[config.mk]
export PLATFORM = sky130hd
export DESIGN_NAME = instruction_fetch_stage_flat
export DESIGN_NICKNAME = d
export VERILOG_FILES = /design/src/rtl/riscv_fetch_pkg.sv /design/src/rtl/instruction_fetch_stage_if.sv /design/src/rtl/fetch_pc_reg.sv /design/src/rtl/instruction_fetch_stage.sv /design/src/flat_wrapper.sv
export SDC_FILE = /design/constraint.sdc
export NUM_CORES = 1
export LEC_CHECK = 0
export ABC_AREA = 1
export CAP_MARGIN = 5
export CORE_MARGIN = 1.5
export CORE_UTILIZATION = 30
export DETAILED_ROUTE_END_ITERATION = 8
export PLACE_DENSITY = 0.56
export SYNTH_ARGS = -nofsm -noshare
export SYNTH_HDL_FRONTEND = slang
export SYNTH_HIERARCHICAL = 1
export SYNTH_SLANG_ARGS = --single-unit
[constraint.sdc]
create_clock -name clk -period 3.5 [get_ports clk]
set_clock_uncertainty 0.1 [all_clocks]
set_input_delay 0.875 -clock clk [delete_from_list [all_inputs] [get_ports clk]]
set_output_delay 0.875 -clock clk [all_outputs]
set_load 0.05 [all_outputs]
[src/rtl/riscv_fetch_pkg.sv]
// Shared fetch-stage definitions: FSM encodings and the special instruction words.
// Latency: none (constants and types only).
// Backpressure: not applicable.
package riscv_fetch_pkg;

    typedef enum logic [1:0] {
        FS_IDLE   = 2'd0,
        FS_RUN    = 2'd1,
        FS_HALTED = 2'd2
    } fetch_state_t;

    // Bubble word: addi x0,x0,0
    localparam logic [31:0] NOP_INSTR  = 32'h0000_0013;
    // An all-zero word stops fetch
    localparam logic [31:0] HALT_INSTR = 32'h0000_0000;

endpackage

[src/rtl/instruction_fetch_stage_if.sv]
// Fetch-stage bundle: decode/execute control, instruction memory port, IF/ID outputs.
// Latency: none (wires only).
// Backpressure: stall from decode holds the stage; redirect from execute flushes it.
interface instruction_fetch_stage_if;

    logic        stall;
    logic        redirect_valid;
    logic [63:0] redirect_target;
    logic [63:0] imem_addr;
    logic [31:0] imem_instr;
    logic [63:0] if_id_pc;
    logic [31:0] if_id_instr;
    logic        if_id_valid;
    logic        halted;
    logic        oob_err;
    logic [63:0] fetch_count;

    // Fetch stage side
    modport master (
        input  stall, redirect_valid, redirect_target, imem_instr,
        output imem_addr, if_id_pc, if_id_instr, if_id_valid, halted, oob_err, fetch_count
    );

    // Surrounding pipeline / memory side
    modport slave (
        output stall, redirect_valid, redirect_target, imem_instr,
        input  imem_addr, if_id_pc, if_id_instr, if_id_valid, halted, oob_err, fetch_count
    );

endinterface

[src/rtl/fetch_pc_reg.sv]
// Program counter register with word-aligned load and increment-by-4.
// Latency: new PC visible one edge after load/incr.
// Backpressure: holds its value whenever neither load nor incr is asserted.
module fetch_pc_reg #(
    parameter logic [63:0] RESET_PC = 64'h0
) (
    input  logic        clk,
    input  logic        reset,
    input  logic        load,
    input  logic [63:0] target,
    input  logic        incr,
    output logic [63:0] pc
);

    // Load has priority; the low two target bits are dropped to keep PC word aligned
    always_ff @(posedge clk or negedge reset) begin
        if (!reset) begin
            pc <= RESET_PC;
        end else if (load) begin
            pc <= target & ~64'd3;
        end else if (incr) begin
            pc <= pc + 64'd4;
        end
    end

endmodule

[src/rtl/instruction_fetch_stage.sv]
// Fetch stage: owns the PC, captures the combinational memory word into IF/ID.
// Latency: PC to IF/ID one edge; redirect to target in IF/ID two edges.
// Backpressure: stall holds PC/IF/ID/count; redirect beats stall; halt is final until reset.
module instruction_fetch_stage #(
    parameter logic [63:0] RESET_PC  = 64'h0,
    parameter int unsigned MEM_SIZE  = 4095,
    parameter logic [31:0] NOP_INSTR = riscv_fetch_pkg::NOP_INSTR
) (
    input logic                        clk,
    input logic                        reset,
    instruction_fetch_stage_if.master  bus
);

    import riscv_fetch_pkg::*;

    // Highest PC from which a whole word can still be fetched
    localparam logic [63:0] PC_LIMIT = 64'(MEM_SIZE) - 64'd4;

    fetch_state_t state;
    fetch_state_t state_nxt;

    logic [63:0] pc;
    logic        pc_load;
    logic        pc_incr;
    logic        do_capture;
    logic        do_flush;
    logic        do_kill;
    logic        set_oob;

    logic [63:0] if_id_pc;
    logic [31:0] if_id_instr;
    logic        if_id_valid;
    logic        oob_err;
    logic [63:0] fetch_count;

    fetch_pc_reg #(
        .RESET_PC (RESET_PC)
    ) u_pc_reg (
        .clk    (clk),
        .reset  (reset),
        .load   (pc_load),
        .target (bus.redirect_target),
        .incr   (pc_incr),
        .pc     (pc)
    );

    assign bus.imem_addr   = pc;
    assign bus.if_id_pc    = if_id_pc;
    assign bus.if_id_instr = if_id_instr;
    assign bus.if_id_valid = if_id_valid;
    assign bus.halted      = (state == FS_HALTED);
    assign bus.oob_err     = oob_err;
    assign bus.fetch_count = fetch_count;

    // FSM state register
    always_ff @(posedge clk or negedge reset) begin
        if (!reset) begin
            state <= FS_IDLE;
        end else begin
            state <= state_nxt;
        end
    end

    // Next state and per-edge actions; redirect, stall, bounds, zero word, fetch in that order
    always_comb begin
        state_nxt  = state;
        pc_load    = 1'b0;
        pc_incr    = 1'b0;
        do_capture = 1'b0;
        do_flush   = 1'b0;
        do_kill    = 1'b0;
        set_oob    = 1'b0;
        case (state)
            FS_IDLE: begin
                // One settle cycle so the memory sees a stable address before the first capture
                state_nxt = FS_RUN;
            end
            FS_RUN: begin
                if (bus.redirect_valid) begin
                    pc_load  = 1'b1;
                    do_flush = 1'b1;
                end else if (!bus.stall) begin
                    if (pc > PC_LIMIT) begin
                        state_nxt = FS_HALTED;
                        set_oob   = 1'b1;
                        do_kill   = 1'b1;
                    end else if (bus.imem_instr == HALT_INSTR) begin
                        state_nxt = FS_HALTED;
                        do_flush  = 1'b1;
                    end else begin
                        do_capture = 1'b1;
                        pc_incr    = 1'b1;
                    end
                end
            end
            FS_HALTED: begin
                state_nxt = FS_HALTED;
            end
            default: begin
                state_nxt = FS_IDLE;
            end
        endcase
    end

    // IF/ID pipeline register, sticky out-of-range flag and capture counter
    always_ff @(posedge clk or negedge reset) begin
        if (!reset) begin
            if_id_pc    <= 64'h0;
            if_id_instr <= NOP_INSTR;
            if_id_valid <= 1'b0;
            oob_err     <= 1'b0;
            fetch_count <= 64'h0;
        end else begin
            if (do_capture) begin
                if_id_pc    <= pc;
                if_id_instr <= bus.imem_instr;
                if_id_valid <= 1'b1;
                fetch_count <= fetch_count + 64'd1;
            end else if (do_flush) begin
                if_id_instr <= NOP_INSTR;
                if_id_valid <= 1'b0;
            end else if (do_kill) begin
                if_id_valid <= 1'b0;
            end
            if (set_oob) begin
                oob_err <= 1'b1;
            end
        end
    end

endmodule

[src/flat_wrapper.sv]
// flat-port wrapper written by rule: the top's interface ports become plain ports
module instruction_fetch_stage_flat import riscv_fetch_pkg::*;
#(
    parameter logic [63:0] RESET_PC  = 64'h0,
    parameter int unsigned MEM_SIZE  = 4095,
    parameter logic [31:0] NOP_INSTR = riscv_fetch_pkg::NOP_INSTR
)
  (clk, reset, bus_stall, bus_redirect_valid, bus_redirect_target, bus_imem_instr, bus_imem_addr, bus_if_id_pc, bus_if_id_instr, bus_if_id_valid, bus_halted, bus_oob_err, bus_fetch_count);
  instruction_fetch_stage_if bus_i ();
  input logic clk;
  input logic reset;
  input wire logic [$bits(bus_i.stall)-1:0] bus_stall;
  input wire logic [$bits(bus_i.redirect_valid)-1:0] bus_redirect_valid;
  input wire logic [$bits(bus_i.redirect_target)-1:0] bus_redirect_target;
  input wire logic [$bits(bus_i.imem_instr)-1:0] bus_imem_instr;
  output wire logic [$bits(bus_i.imem_addr)-1:0] bus_imem_addr;
  output wire logic [$bits(bus_i.if_id_pc)-1:0] bus_if_id_pc;
  output wire logic [$bits(bus_i.if_id_instr)-1:0] bus_if_id_instr;
  output wire logic [$bits(bus_i.if_id_valid)-1:0] bus_if_id_valid;
  output wire logic [$bits(bus_i.halted)-1:0] bus_halted;
  output wire logic [$bits(bus_i.oob_err)-1:0] bus_oob_err;
  output wire logic [$bits(bus_i.fetch_count)-1:0] bus_fetch_count;
  assign bus_i.stall = bus_stall;
  assign bus_i.redirect_valid = bus_redirect_valid;
  assign bus_i.redirect_target = bus_redirect_target;
  assign bus_i.imem_instr = bus_imem_instr;
  assign bus_imem_addr = bus_i.imem_addr;
  assign bus_if_id_pc = bus_i.if_id_pc;
  assign bus_if_id_instr = bus_i.if_id_instr;
  assign bus_if_id_valid = bus_i.if_id_valid;
  assign bus_halted = bus_i.halted;
  assign bus_oob_err = bus_i.oob_err;
  assign bus_fetch_count = bus_i.fetch_count;
  instruction_fetch_stage #(.RESET_PC(RESET_PC), .MEM_SIZE(MEM_SIZE), .NOP_INSTR(NOP_INSTR)) u_core (.clk(clk), .reset(reset), .bus(bus_i));
endmodule
Word level (Yosys, flattened, before mapping). Cells that the tools add are included.

Logic and storage cells: 49. Register bits after elaboration: 228. Output and inout bits: 227. Bits of input ports: 100.

Multiplexer cells: 28. Add/subtract/negate cells: 2. Magnitude comparators: 1. Reductions and logical operators: 6. Equal/unequal tests: 5.

Operators by type and width (count): two-way mux 64 bit (2); adder 64 x 1 -> 64 bit, second input constant (1); adder 64 x 3 -> 64 bit, second input constant (1); > comparator 64 x 12 -> 1 bit, second input constant (1); two-way mux 32 bit (2); logical NOT 32 bit (1); two-way mux 1 bit (19); two-way mux 2 bit (4); one-hot mux 2 bit (3 select lines) (1); inequality test 2 bit, second input constant (2); nonzero test 2 bit (2); inequality test 3 x 1 -> 1 bit, second input constant (1); AND reduction 3 bit (1); nonzero test 3 bit (1); == test 2 x 1 -> 1 bit, second input constant (1); == test 2 bit, second input constant (1); logical NOT 2 bit (1).

Longest topological paths before layout.
Depth in word-level cells: 8. Gate-level depth with buffers: 17. Mapped depth without buffers: 15.

Cells and area by module. Netlist, hierarchy kept.

Modules (own cells, without submodules): instruction_fetch_stage (area each 8678.3 µm², instances 1, cells each 1225, sequential area each 4107.7 µm²); fetch_pc_reg (area each 4635.7 µm², instances 1, cells each 695, sequential area each 1551.5 µm²).

Least setup slack after synthesis. Ideal clock, no wire load.

Path type: in2reg. From: input bus_imem_instr[31]. To: register u_core.u_pc_reg.pc[26]. Library setup time: 0.075 ns. Required time: 3.325 ns. Cell stages on the path: 14. Setup slack: 0.739 ns. Data arrival time: 2.586 ns. Path buffers: 3. Cells stage by stage: nor2_1 > nand2_1 > nor2_1 > nand2_1 > nor2_1 > nor2_1 > nand3_2 > inv_2 > buf_6 > buf_6 > nor2_1 > clkbuf_1 > a22oi_1 > o21ai_2.

Longest elaborated chain between the ends: 7.

RTL lines: start, declared (line flat_wrapper.sv:15) `input wire logic [$bits(bus_i.imem_instr)-1:0] bus_imem_instr;`; logical NOT 32 bit (line instruction_fetch_stage.sv:87) `end else if (bus.imem_instr == HALT_INSTR) begin`; two-way mux 1 bit (5 in a row); via u_core.do_capture (line instruction_fetch_stage.sv:25) `logic do_capture;`; nonzero test 2 bit (no source line); end signal, assigned (line fetch_pc_reg.sv:20) `pc <= target & ~64'd3;`; end signal, assigned (line fetch_pc_reg.sv:22) `pc <= pc + 64'd4;`; end, declared (line fetch_pc_reg.sv:12) `output logic [63:0] pc`.

The timed path passes the listed nets, and every way through them passes these cells. A chain may end at the register's enable or synchronous reset.

Worst setup path after layout.
From: register u_core.state[0]. To: output bus_halted.

Longest elaborated chain between the ends: 1.

RTL lines: start, declared (line instruction_fetch_stage.sv:19) `fetch_state_t state;`; start signal, assigned (line instruction_fetch_stage.sv:60) `state <= state_nxt;`; == test 2 bit (line instruction_fetch_stage.sv:51) `assign bus.halted = (state == FS_HALTED);`; end, declared (line flat_wrapper.sv:20) `output wire logic [$bits(bus_i.halted)-1:0] bus_halted;`.

Every way passes these cells.

==> metrics.txt <==
Final WS setup=0.449 ns; tightest hold margin=0.169 ns; max-slew violations=0; Tcrit/Tclk final=87.2%; RSZ-0062 raised after global routing=no; initial drt markers=977; worst slack, placed=0.00888 ns; CP max stage delay=0.89 ns; required time worst endpoint=2.52 ns; Finished Cell Area=18500 sq um; crit-path max FO=3; WL met1=20900 microns; relative slew slack=56.4%; CP Capture Type=primary output; critical path, cell by cell=inv_1 -> ha_1 -> clkdlybuf4s50_1; antenna violations before repair=1; first-pass GRT wire length=77400 microns; Worst R2R Start=u_core/u_pc_reg/pc[48]; worst path bufs/invs=2; cell area after placement=17400 sq um; commonest non-fill, non-tap cell in the layout=nand2_1; drt drc=0; Startpoint Class=flip-flop; Final Net Count=2373; met3 wire len=2780 microns; Setup TNS Final=0 ns; share of cells above drive strength 1=6.85%; hold buffer count at CTS=0; Antenna Nets Post-Route=0; Tot GR Track Use=22.0%; status=finished, final reports clean; chip height=214 microns; clock root buffer=clkbuf_16; # setup viols final=0; global route overflow=0; Hold Vio Cnt, Final=0; RR Endpoint=u_core/u_pc_reg/pc[34]; Routed met2 length=25000 microns; largest net degree at the start of global routing=129; syn_area_per_cell=6.93 sq um; CTS tree=done; critical path's slowest cell=clkdlybuf4s50_1; H-tree Lvls=1; Yosys cell types=38; Worst EP arrival=2.08 ns; Peak Freq=328 MHz; Initial Util=30.2%; PwrDens=585 nW/um^2; r2r setup slk=0.49 ns; Via Count=13831; final worst path period need=3.05 ns; highest metal used=met4; ant diodes=0; kind of critical path=flip-flop to primary output; FP Rows=77; final std cells w/o fill=2883; chip width=214 microns; Clock Tree Buf Depth=3; Post-Syn Instances=1920; area of the mapped netlist=13300 sq um; worst slew pin tran=0.652 ns; GP Congestion=1.01; placed insts=2829; post-CTS setup buffer count=0; critical path's top delay family=buffers and inverters; Worst Reg-to-Reg Cells=14; DR WL/cell=17.5 microns; Post-CTS Resized=0; commonest non-fill, non-tap cells in the layout=nand2_1 (717), clkdlybuf4s50_1 (321), nor2_1 (318), dfrtp_1 (223), inv_1 (181); Worst-Skew Late Latency=0.57 ns; Die Area=45700 sq um; area added between synthesis and finish=38.6%; number of buffers created by CTS=29; sequential fraction of the synthesis area=42.5%; Max VDD drop=0.571 mV; Ports=327; core box area=44000 sq um; Vias/cell=4.80; Syn. warnings=6; flops & latches, synth=226; DRT Pass-1 Iters=5; max-cap viol count=0; Hold WC Path Type=input pin to async pin; clock transition at the registers of the reported paths=0.05 ns; clock sinks=226; WL final=50600 microns; Post-DP HPWL=39100 microns; leak pwr=0.00847 uW; Port Buffer Count=322; vias in the first global route=13527
-- kinds of logic after synthesis --
kind of cell,Yosys count,share of synthesized area [%]
adder cells (fa/ha/maj),5,0.470
buffers and inverters,243,7.67
other,1,0.0282
AND/OR/NAND/NOR,1265,40.1
XOR/XNOR,37,2.43
flip-flops,226,42.5
AO/OA/AOI/OAI,143,6.79
-- synthesized netlist by cell type (all sizes together) --
master	instances	area (sq um)
dfstp	3	78.8
xor2	13	114
o21bai	18	139
conb	1	3.75
or2	3	18.8
nor3	8	50.1
dfrtp	223	5580
and2	2	12.5
a21oi	10	50.1
buf	33	233
nand3b	26	195
o211ai	3	22.5
o21ai	61	309
nor2	345	1440
nand2	731	2800
ha	5	62.6
clkinv	2	7.51
o221ai	1	8.76
nand3	109	571
xnor2	24	210
clkbuf	24	90.1
inv	184	691
a22oi	50	375
nand4	41	257
-- area by class of cell --
type | instances | area (sq um)
Fill cell | 4533 | 25600
Clock buffer | 40 | 817
Multi-Input combinational cell | 1452 | 6660
Sequential cell | 226 | 5660
Tap cell | 592 | 741
Inverter | 186 | 698
Timing Repair Buffer | 373 | 3670
Clock inverter | 14 | 201
-- worst reg2reg max path, cell delays in order, from the launching register on --
cell and delay [ns]:
dfrtp_1 0.48, nor2_1 0.16, nand2_1 0.06, nor2_1 0.30
nand4_1 0.27, nor2_4 0.23, nand3_4 0.11, inv_2 0.14
inv_1 0.09, nor2_2 0.13, clkinv_1 0.37, buf_4 0.29
a21oi_1 0.10, o21ai_1 0.08, nand2_1 0.06
-- metal layers --
layer | GRT usage, % | up-vias
li1 | - | 6727
met1 | 27.3 | 6564
met2 | 38.9 | 451
met3 | 3.02 | 89
met4 | 7.97 | 0
met5 | 0 | -
-- stage by stage --
| step | power (uW) | utilization [%] |
|---|---|---|
| after floorplan | 5880 | - |
| after global placement | 7640 | 39.6 |
| after detailed placement | 7640 | 39.6 |
| after CTS | 10900 | 41.9 |
| after global routing | 11400 | 41.9 |
| final | 10800 | 41.9 |
-- registers in the layout (all words and copies together), names as in the netlist --
| name | count |
|---|---|
| u_core/bus.fetch_count | 64 |
| u_core/bus.if_id_instr | 32 |
| u_core/bus.if_id_pc | 64 |
| u_core/bus.if_id_valid | 1 |
| u_core/bus.oob_err | 1 |
| u_core/state | 2 |
| u_core/u_pc_reg/pc | 62 |
-- power breakdown --
part / leakage (uW) / internal (uW) / switching (uW)
combinational: 0.00492 / 1440 / 2730
clock: 0.000503 / 1990 / 1190
sequential: 0.00304 / 2970 / 481
-- how the worst max path moves through the flow --
| stage | from | end | slack, ns | depth (start not counted) |
|---|---|---|---|---|
| 5_1_grt | u_core/u_pc_reg/pc[48] | u_core/u_pc_reg/pc[34] | 0.26 | 14 |
| 6_report | u_core/state[0] | bus_halted | 0.45 | 3 |
| 2_1_floorplan | bus_imem_instr[31] | u_core/u_pc_reg/pc[26] | 0.74 | 14 |
| 3_3_place_gp | bus_imem_instr[11] | u_core/u_pc_reg/pc[34] | 0.06 | 16 |
| 4_1_cts | u_core/state[0] | bus_halted | 0.35 | 3 |
| 3_5_place_dp | bus_imem_instr[12] | u_core/u_pc_reg/pc[34] | 0.009 | 16 |
(Power assumes the default switching activity.)
